--- src/rtl/fifo_pop_ctrl.sv ---
// Pops an upstream FIFO into a 2-entry skid buffer and presents words as valid/ready.
// Latency: 1 cycle from pop to out_data. Backpressure: stall fills the skid entry, then pop stops while FULL.
// Optional drain counter enabled by macro FIFO_POP_CTRL_COUNT_EN.
module fifo_pop_ctrl #(
    parameter int WIDTH  = 8,
    parameter int CNTWID = 16
) (
    input  logic              clk,
    input  logic              rst,
    input  logic              fifo_empty,
    input  logic [WIDTH-1:0]  fifo_data,
    output logic              fifo_pop,
    output logic              out_valid,
    input  logic              out_ready,
    output logic [WIDTH-1:0]  out_data
`ifdef FIFO_POP_CTRL_COUNT_EN
    ,
    output logic [CNTWID-1:0] drain_count
`endif
);

    typedef enum logic [1:0] {
        EMPTY = 2'd0,
        ONE   = 2'd1,
        FULL  = 2'd2
    } state_t;

    state_t           state;
    logic [WIDTH-1:0] head;
    logic [WIDTH-1:0] skid;
    logic             hs;

    if (WIDTH < 1 || CNTWID < 1) begin : g_param_check
        $error("fifo_pop_ctrl: WIDTH and CNTWID must be at least 1");
    end

    // Pop depends only on registered occupancy, never on out_ready.
    assign fifo_pop = !rst && !fifo_empty && (state != FULL);
    assign hs       = out_valid && out_ready;
    assign out_data = head;

    always_ff @(posedge clk) begin
        if (rst) begin
            state     <= EMPTY;
            head      <= '0;
            skid      <= '0;
            out_valid <= 1'b0;
        end else begin
            case (state)
                EMPTY: begin
                    if (fifo_pop) begin
                        head      <= fifo_data;
                        state     <= ONE;
                        out_valid <= 1'b1;
                    end
                end
                ONE: begin
                    case ({fifo_pop, hs})
                        2'b11: head <= fifo_data;
                        2'b10: begin
                            skid  <= fifo_data;
                            state <= FULL;
                        end
                        2'b01: begin
                            state     <= EMPTY;
                            out_valid <= 1'b0;
                        end
                        default: ;
                    endcase
                end
                FULL: begin
                    if (hs) begin
                        head  <= skid;
                        state <= ONE;
                    end
                end
                default: begin
                    state     <= EMPTY;
                    out_valid <= 1'b0;
                end
            endcase
        end
    end

`ifdef FIFO_POP_CTRL_COUNT_EN
    always_ff @(posedge clk) begin
        if (rst) begin
            drain_count <= '0;
        end else if (hs) begin
            drain_count <= drain_count + 1'b1;
        end
    end
`endif

endmodule

--- config.mk ---
export PLATFORM = sky130hd
export DESIGN_NAME = fifo_pop_ctrl
export DESIGN_NICKNAME = d
export VERILOG_FILES = /design/src/rtl/fifo_pop_ctrl.sv
export SDC_FILE = /design/constraint.sdc
export NUM_CORES = 1
export LEC_CHECK = 0
export CAP_MARGIN = 20
export CELL_PAD_IN_SITES_DETAIL_PLACEMENT = 2
export CELL_PAD_IN_SITES_GLOBAL_PLACEMENT = 2
export CORE_ASPECT_RATIO = 2
export CORE_MARGIN = 10
export CORE_UTILIZATION = 28
export DETAILED_ROUTE_END_ITERATION = 10
export HOLD_SLACK_MARGIN = 0.15
export PLACE_DENSITY_LB_ADDON = 0.1
export SKIP_LAST_GASP = 1
export SLEW_MARGIN = 10
export SYNTH_ARGS = -nofsm -noshare
export SYNTH_HDL_FRONTEND = slang
export SYNTH_SLANG_ARGS = --single-unit
--- constraint.sdc ---
create_clock -name clk -period 1.9 [get_ports clk]
set_input_delay 0.19 -clock clk [delete_from_list [all_inputs] [get_ports clk]]
set_output_delay 0.19 -clock clk [all_outputs]
set_load 0.005 [all_outputs]
; Yosys cells after proc, flatten, opt, wreduce, memory -nomap -nowiden
; Index checks and enable logic that the tools add are counted.
[word_totals]
register_bits = 19
inputBits = 12
output_inout_bits = 10
elab_cells = 38
[classes]
n_eq_ne = 11
mux = 11
bitwise = 1
n_reduce_logical = 11
[op_table]
columns = operator, n
row1 = 2-to-1 mux 8 bit, 3
row2 = one-hot mux 8 bit (3 select lines), 1
row3 = "equality test 2 bit, second input constant", 3
row4 = "!= test 2 bit, second input constant", 3
row5 = one-hot mux 2 bit (3 select lines), 1
row6 = AND reduction 3 bit, 2
row7 = "equality test 2 x 1 -> 1 bit, second input constant", 2
row8 = 2-to-1 mux 2 bit, 2
row9 = "!= test 2 x 1 -> 1 bit, second input constant", 2
row10 = one-hot mux 2 bit (2 select lines), 1
row11 = AND reduction 4 bit, 1
row12 = logical AND 1 bit, 3
row13 = "!= test 3 x 2 -> 1 bit, second input constant", 1
row14 = one-hot mux 1 bit (3 select lines), 1
row15 = nonzero test 3 bit, 1
row16 = logical NOT 1 bit, 2
row17 = logical NOT 2 bit, 1
row18 = 2-to-1 mux 1 bit, 2
row19 = AND reduction 2 bit, 1
row20 = NOT 1 bit, 1

; Longest topological paths before layout
; Gate-level depths: netlist of the first run.
[logic_depth]
ltp_word = 6
depth_mapped = 7
ltp_nobuf = 4

; Least setup slack after synthesis of the first run
; OpenSTA, ideal clock, no wires.
[synth_path]
path_type = register -> register
startpoint = register state[0]
endpoint = register head[0] (netlist: out_data[0])
setup_ns = 0.144
t_arrival_ns = 1.284
required_ns = 1.756
slack_ns = 0.472
path_stages_with_launch = 5
path_buffers = 1
period_less_slack_ns = 1.428
cell_sequence = dfxtp_1 nor4_2 or2_1 buf_6 a311oi_2
[synth_via]
elab_chain_cells = 5
word_cells_on_any_way = 12
classes_between = 7 x eq/ne / 1 x mux / 4 x reduce/logical
[synth_lines]
columns = element, line_no
row1 = "start, declared", 28  ; state_t state;
row2 = "start signal, assigned", 44  ; state <= EMPTY;
row3 = "start signal, assigned", 53  ; state <= ONE;
row4 = "start signal, assigned", 62  ; state <= FULL;
row5 = != test 2 bit, 38  ; assign fifo_pop = !rst && !fifo_empty && (state != FULL);
row6 = logical AND 1 bit, 38
row7 = equality test 2 bit, 58  ; case ({fifo_pop, hs})
row8 = != test 2 x 1 -> 1 bit (no source line), -
row9 = AND reduction 4 bit (no source line), -
row10 = "end signal, assigned", 52  ; head <= fifo_data;
row11 = "end signal, assigned", 59  ; 2'b11: head <= fifo_data;
row12 = "end signal, assigned", 73  ; head <= skid;
row13 = "end, declared", 29  ; logic [WIDTH-1:0] head;
; Parallel ways exist; a longest one is shown, timed or not.
; A chain may end at the register's enable or synchronous reset.

; Final worst setup path of the first run
[layout_path]
startpoint = register state[1]
endpoint = output port fifo_pop
[layout_via]
elab_chain_cells = 2
[layout_lines]
columns = element, line_no
row1 = != test 2 bit, 38
row2 = logical AND 1 bit, 38
row3 = "end, declared", 12  ; output logic fifo_pop,
; Every way passes these cells.

==> results of run 1 <==
## sequential cells by signal, summed over array words and instances (netlist names)
| name | cells |
|---|---|
| skid | 8 |
| out_data | 8 |
| out_valid | 1 |
| state | 2 |
## stage by stage
stage / total power (uW) / cell area, um^2 / cells
2_1_floorplan: 545 / 881 / 96
3_3_place_gp: 636 / 1160 / 150
3_5_place_dp: 644 / 1160 / 150
4_1_cts: 927 / 1210 / 154
5_1_grt: 969 / 1210 / 154
6_report: 908 / 1210 / 154
## routing by layer
layer  GRT usage, %  vias to the layer above
met3           2.68                        2
met5              0                        -
met2           18.9                       11
met1           9.61                      402
li1               -                      394
met4           2.60                        0
## final cells by class
| cell class | instances | area, um^2 | share of cell area [%] |
|---|---|---|---|
| Multi-Input combinational cell | 70 | 458 | 37.9 |
| Clock buffer | 3 | 41.3 | 3.42 |
| Tap cell | 30 | 37.5 | 3.11 |
| Sequential cell | 19 | 383 | 31.7 |
| Clock inverter | 1 | 5.00 | 0.414 |
| Timing Repair Buffer | 31 | 284 | 23.5 |
## cells in the final DEF (no fill, tap or decap), types with 2 or more instances in the layout
cell type / netlist / routed
nand2_1: 20 / 20
clkdlybuf4s50_1: 0 / 20
dfxtp_1: 19 / 17
nor2_1: 12 / 12
nor3_1: 10 / 10
buf_4: 0 / 10
mux2i_1: 8 / 8
a311oi_2: 8 / 8
a21oi_1: 3 / 3
clkbuf_8: 0 / 3
dfxtp_2: 0 / 2
## cells in the mapped netlist
master and instances:
a21boi_0 1, a21oi_1 3, a311oi_2 8, buf_1 2
buf_2 1, buf_6 2, clkbuf_1 2, dfxtp_1 19
mux2i_1 8, nand2_1 20, nand2b_1 1, nand3b_1 1
nor2_1 12, nor2b_1 1, nor3_1 10, nor4_2 1
o21ba_1 1, o21bai_1 1, o22a_1 1, or2_1 1
## worst register-to-register path, cell delays in order, from the launching register on
cell and delay, ns:
dfxtp_2 0.41, nor2b_1 0.26, o21ba_1 0.18, or2_1 0.38, a311oi_2 0.17
## power breakdown
group	leakage [uW]	total, uW	internal [uW]	switching (uW)
clock	0.0000255	277	145	132
sequential	0.000156	444	424	19.7
combinational	0.000331	186	104	82.1
total	0.000513	908	674	234
## kinds of logic (layout without fill, tap and decap cells)
family / after synthesis / after routing
simple gates: 47 / 47
buf+inv: 7 / 35
mux: 8 / 8
compound gates: 15 / 15
flops: 19 / 19
## worst max-delay path by stage
stage	from	to	slack, ns	cells past startpoint
2_1_floorplan	state[0]$_SDFFE_PP0P_	out_data[0]$_SDFFE_PP0P_	0.47	4
4_1_cts	state[1]$_SDFFE_PP0P_	fifo_pop	0.22	4
6_report	state[1]$_SDFFE_PP0P_	fifo_pop	0.27	4
5_1_grt	state[1]$_SDFFE_PP0P_	fifo_pop	0.12	4
3_5_place_dp	rst	out_data[3]$_SDFFE_PP0P_	-0.03	5
3_3_place_gp	rst	out_data[1]$_SDFFE_PP0P_	0.1	5
==> flow_summary.ini, run 1 <==
[placed_design]
portBuffers = 21
dpl_worst_slack_ns = -0.0282
globalplace.congestion = 0.731
dp_hpwl_um = 2270

[cts]
cts_setup_buffers = 0
clkLatencyLatePin_ns = 0.25
cts.sinks = 19
tritoncts = done
htree_num_levels = 1
clock_path_buffers = 2
root_buffer = clkbuf_8
numCtsBuffers = 3
cts_hold_buf = 0
cts.repair.resized = 3
cts.clk_slew.worst_paths_ns = 0.07

[yosys]
synthCells = 96
synth-simple-area-share_pct = 23.7
synth_top_area_share_pct = 43.2
synth_cell_types = 20
seq_area_frac_synth_pct = 43.2
yosys.area.top_type = dfxtp_1
yosys_register_bits = 19
syn-num-nets = 108
muxShareOfSynthArea_pct = 9.09
yosysWarnings = 0
synth_compound_area_share_pct = 19.2
synth_top_family_by_area = simple AND/OR/NAND/NOR gates
syn-cell-area_um2 = 881
syn_area_per_cell_um2 = 9.18
yosys-top-cells-area = dfxtp_1 (43%), a311oi_2 (14%), mux2i_1 (9.1%)
synth_xor_xnor_area_share_pct = 0
synth-adder-area-share_pct = 0

[timing]
tightestPinTransition_ns = 0.448
fmax_mhz = 612
setup-violations-final = 0
timing.final.ws_setup_ns = 0.267
fin_setup_tns_ns = 0
rsz0062_at_grt = no
finalMaxSlewViolations = 0
post-route-period-util_pct = 86.0
fin_crit_ns = 1.63
fin_skew_ns = 0.00666
slew-limit-headroom_pct = 70.2
hold_viol_final = 0
fin_hold_ws_ns = 0.503

[finish]
nFillCells = 348
areaGrowthSynthToFinish_pct = 37.2
n_antenna_cell = 0
drive_gt1_share_pct = 20.2
utilization_pct = 40.6
final_nets = 137

[floorplan]
ios = 22
start_util_pct = 29.6
std_cell_rows = 28
die_area_um2 = 5930
die_w_um = 59.7
fp.dieH_um = 99.3
core_area_um2 = 2980

[drt]
dr_wl_met3_um = 96
first_pass_iters = 2
route.met2.wl_um = 1640
drt_iter0_markers = 3
routed_wl_um = 2780
dr.max_layer_used = met4
routed_via_density = 5.25
wl_per_cell_um = 18.1
via_count = 809
wl_met1_um = 1020
drc = 0
final_antenna_net_count = 0

[hold_path]
worstHoldPathCells = 2
holdPathEnd = skid[1]$_SDFFE_PP0P_
min-delay-start = skid[1]$_SDFFE_PP0P_
hold_class = reg2reg

[grt]
grt_pass1_wl_um = 4660
grt_pass1_vias = 935
grt_antenna_before_repair = 0
overflow = 0
grt_max_degree = 12
grt.total_usage_pct = 9.89

[critical_path]
r2r_cells = 4
crit_type = reg2out
critPathCaptureType = output pin
cp_data_required_time_ns = 1.71
cp-start-kind = flop
critPathSlowestCell = dfxtp_2
cp_cell_sequence = nor2b_1, buf_4, nor3_1, dlygate4sd2_1
arrival_ns = 1.44
rrSetupSlack_ns = 0.35
cp_num_buf_inv = 2
r2r_end = out_data[3]$_SDFFE_PP0P_
cp_top_family = buffers and inverters
critical_path.max_stage_delay_ns = 0.41
cp_max_fo = 7
timing.rr.start = state[1]$_SDFFE_PP0P_

[pwr]
irDropWorstVdd_uv = 651
pwr_density_cell_nw_per_um2 = 751
leakage_uw = 0.000513

[run]
cap_violations = 0

[run_status]
status = finished clean
(Power assumes the default switching activity.)
==> run 2, diff against run 1 <==
==> config.mk (replaced) <==
export PLATFORM = sky130hd
export DESIGN_NAME = fifo_pop_ctrl
export DESIGN_NICKNAME = d
export VERILOG_FILES = /design/src/rtl/fifo_pop_ctrl.sv
export SDC_FILE = /design/constraint.sdc
export NUM_CORES = 1
export LEC_CHECK = 0
export ABC_CLOCK_PERIOD_IN_PS = 1900
export CAP_MARGIN = 20
export CORE_MARGIN = 10
export CORE_UTILIZATION = 40
export DETAILED_ROUTE_END_ITERATION = 10
export HOLD_SLACK_MARGIN = 0.15
export PLACE_DENSITY = 0.67
export SKIP_LAST_GASP = 1
export SLEW_MARGIN = 10
export SYNTH_ARGS = -nofsm -noshare
export SYNTH_HDL_FRONTEND = slang
export SYNTH_SLANG_ARGS = --single-unit
==> run 2 against run 1 <==
Compared with the run above:
- worst hold slack improved by 0.0094 ns
- largest power group unchanged
- setup slack got worse by 0.089 ns
- non-clock buffer count is 5 lower
- sequential power decreased by 0.9%
- global-route usage shrank 1.4 points
- wire length down 33%
- clock skew decreased by 0.00057 ns
- combinational power is 6% lower
- sequential share of layout area rose by 1.5 points
- critical endpoint unchanged
==> flow_summary.ini, run 2 (same netlist as run 1, synthesis figures left out) <==
[cts]
clock_path_buffers = 2
cts.clk_slew.worst_paths_ns = 0.10
clkLatencyLatePin_ns = 0.29
root_buffer = clkbuf_4
htree_num_levels = 1
cts_setup_buffers = 0
cts.sinks = 19
cts.repair.resized = 0
cts_hold_buf = 0
tritoncts = done
numCtsBuffers = 3

[critical_path]
crit_start = state[1]$_SDFFE_PP0P_
r2r_cells = 4
r2r_end = out_data[2]$_SDFFE_PP0P_
cp_max_fo = 7
critPathCaptureType = output pin
cp_data_required_time_ns = 1.71
rrSetupSlack_ns = 0.36
setup.worst_path.end = fifo_pop
arrival_ns = 1.53
timing.rr.start = state[1]$_SDFFE_PP0P_
cp-start-kind = flop
crit_type = reg2out

[finish]
fin_area_um2 = 1150
areaGrowthSynthToFinish_pct = 30.1
final_common_cell = clkdlybuf4s50_1
layout_common_cells = clkdlybuf4s50_1 (21), nand2_1 (20), dfxtp_1 (19), nor2_1 (12), nor3_1 (10)
nFillCells = 186
n_antenna_cell = 0
final_nets = 132
drive_gt1_share_pct = 14.3

[timing]
fin_crit_ns = 1.72
fin_setup_tns_ns = 0
post-route-period-util_pct = 90.6
finalMaxSlewViolations = 0
rsz0062_at_grt = no
fin_skew_ns = 0.00609
slew-limit-headroom_pct = 67.4
fmax_mhz = 581
tightestPinTransition_ns = 0.487
setup-violations-final = 0
hold_viol_final = 0

[drt]
routed_wl_um = 1870
routed_via_density = 5.07
drt_iter0_markers = 24
first_pass_iters = 4
drc = 0
final_antenna_net_count = 0
via_count = 740
wl_per_cell_um = 12.8

[floorplan]
std_cell_rows = 16
die_area_um2 = 4480
fp.dieH_um = 66.9
core_area_um2 = 2020
start_util_pct = 43.6
die_w_um = 66.9
ios = 22

[grt]
grt_antenna_before_repair = 0
overflow = 0
grt_pass1_wl_um = 3020
grt_max_degree = 11
grt.total_usage_pct = 8.47
grt_pass1_vias = 672

[hold_path]
hold_class = reg2reg

[pwr]
leakage_uw = 0.000475
pwr_density_cell_nw_per_um2 = 707
irDropWorstVdd_uv = 432

[placed_design]
dp_hpwl_um = 1490
placed_area_um2 = 1120
portBuffers = 21
globalplace.congestion = 0.783

[run_status]
status = finished clean

[run]
cap_violations = 0
==> run 2: cell types whose count changed in the layout (fill, tap and decap cells not counted), moves of 2 or more <==
cell      previous run  this run
clkbuf_8             3         0
buf_4               10         5
clkbuf_4             0         3
dfxtp_2              2         0
dfxtp_1             17        19
==> run 2: power by group <==
group	switching, uW	internal [uW]	leakage [uW]
combinational	74.4	100	0.000304
sequential	16.8	423	0.000155
clock	114	81.7	0.0000150
==> run 2: through the flow <==
| stage | util (%) | power, uW | hold WS [ns] | setup WS [ns] | cells |
|---|---|---|---|---|---|
| floorplan | - | 545 | 0.334 | 0.472 | 96 |
| global placement | 55.4 | 624 | 0.477 | 0.125 | 142 |
| detailed placement | 55.4 | 625 | 0.486 | 0.0669 | 142 |
| CTS | 56.7 | 822 | 0.513 | 0.160 | 146 |
| global route | 56.7 | 852 | 0.540 | 0.0496 | 146 |
| finish | 56.7 | 811 | 0.513 | 0.178 | 146 |
==> run 2: critical path, cell delays in order, from the launching register on <==
cell and delay [ns]:
dfxtp_1 0.38, nor2b_1 0.18, nor3_1 0.15, clkdlybuf4s50_1 0.53
==> run 2: worst min-delay path by stage <==
| stage | end | from | cells past startpoint | slack (ns) |
|---|---|---|---|---|
| after global routing | out_data[2]$_SDFFE_PP0P_ | fifo_data[2] | 3 | 0.54 |
| after CTS | skid[2]$_SDFFE_PP0P_ | skid[2]$_SDFFE_PP0P_ | 2 | 0.51 |
| after detailed placement | skid[2]$_SDFFE_PP0P_ | skid[2]$_SDFFE_PP0P_ | 2 | 0.49 |
| final | skid[2]$_SDFFE_PP0P_ | skid[2]$_SDFFE_PP0P_ | 2 | 0.51 |
| after global placement | skid[2]$_SDFFE_PP0P_ | skid[2]$_SDFFE_PP0P_ | 2 | 0.48 |
| after floorplan | skid[0]$_SDFFE_PP0P_ | fifo_data[0] | 2 | 0.33 |
==> run 2: metal layers <==
| layer | share of wire, % | global-route usage (%) | vias to the layer above |
|---|---|---|---|
| met5 | 0 | 0 | - |
| met2 | 42 | 12.1 | 14 |
| met4 | 0.64 | 2.31 | 0 |
| met3 | 7.1 | 4.35 | 2 |
| met1 | 50 | 10.8 | 339 |
| li1 | - | - | 385 |
==> run 2: area by class of cell <==
cell class / instances / area [um^2] / area share [%]
repair buffers: 26 / 248 / 21.6
multi-input cells: 70 / 458 / 40.0
well taps: 27 / 33.8 / 2.95
flip-flops and latches: 19 / 380 / 33.2
clock buffers: 4 / 26.3 / 2.29
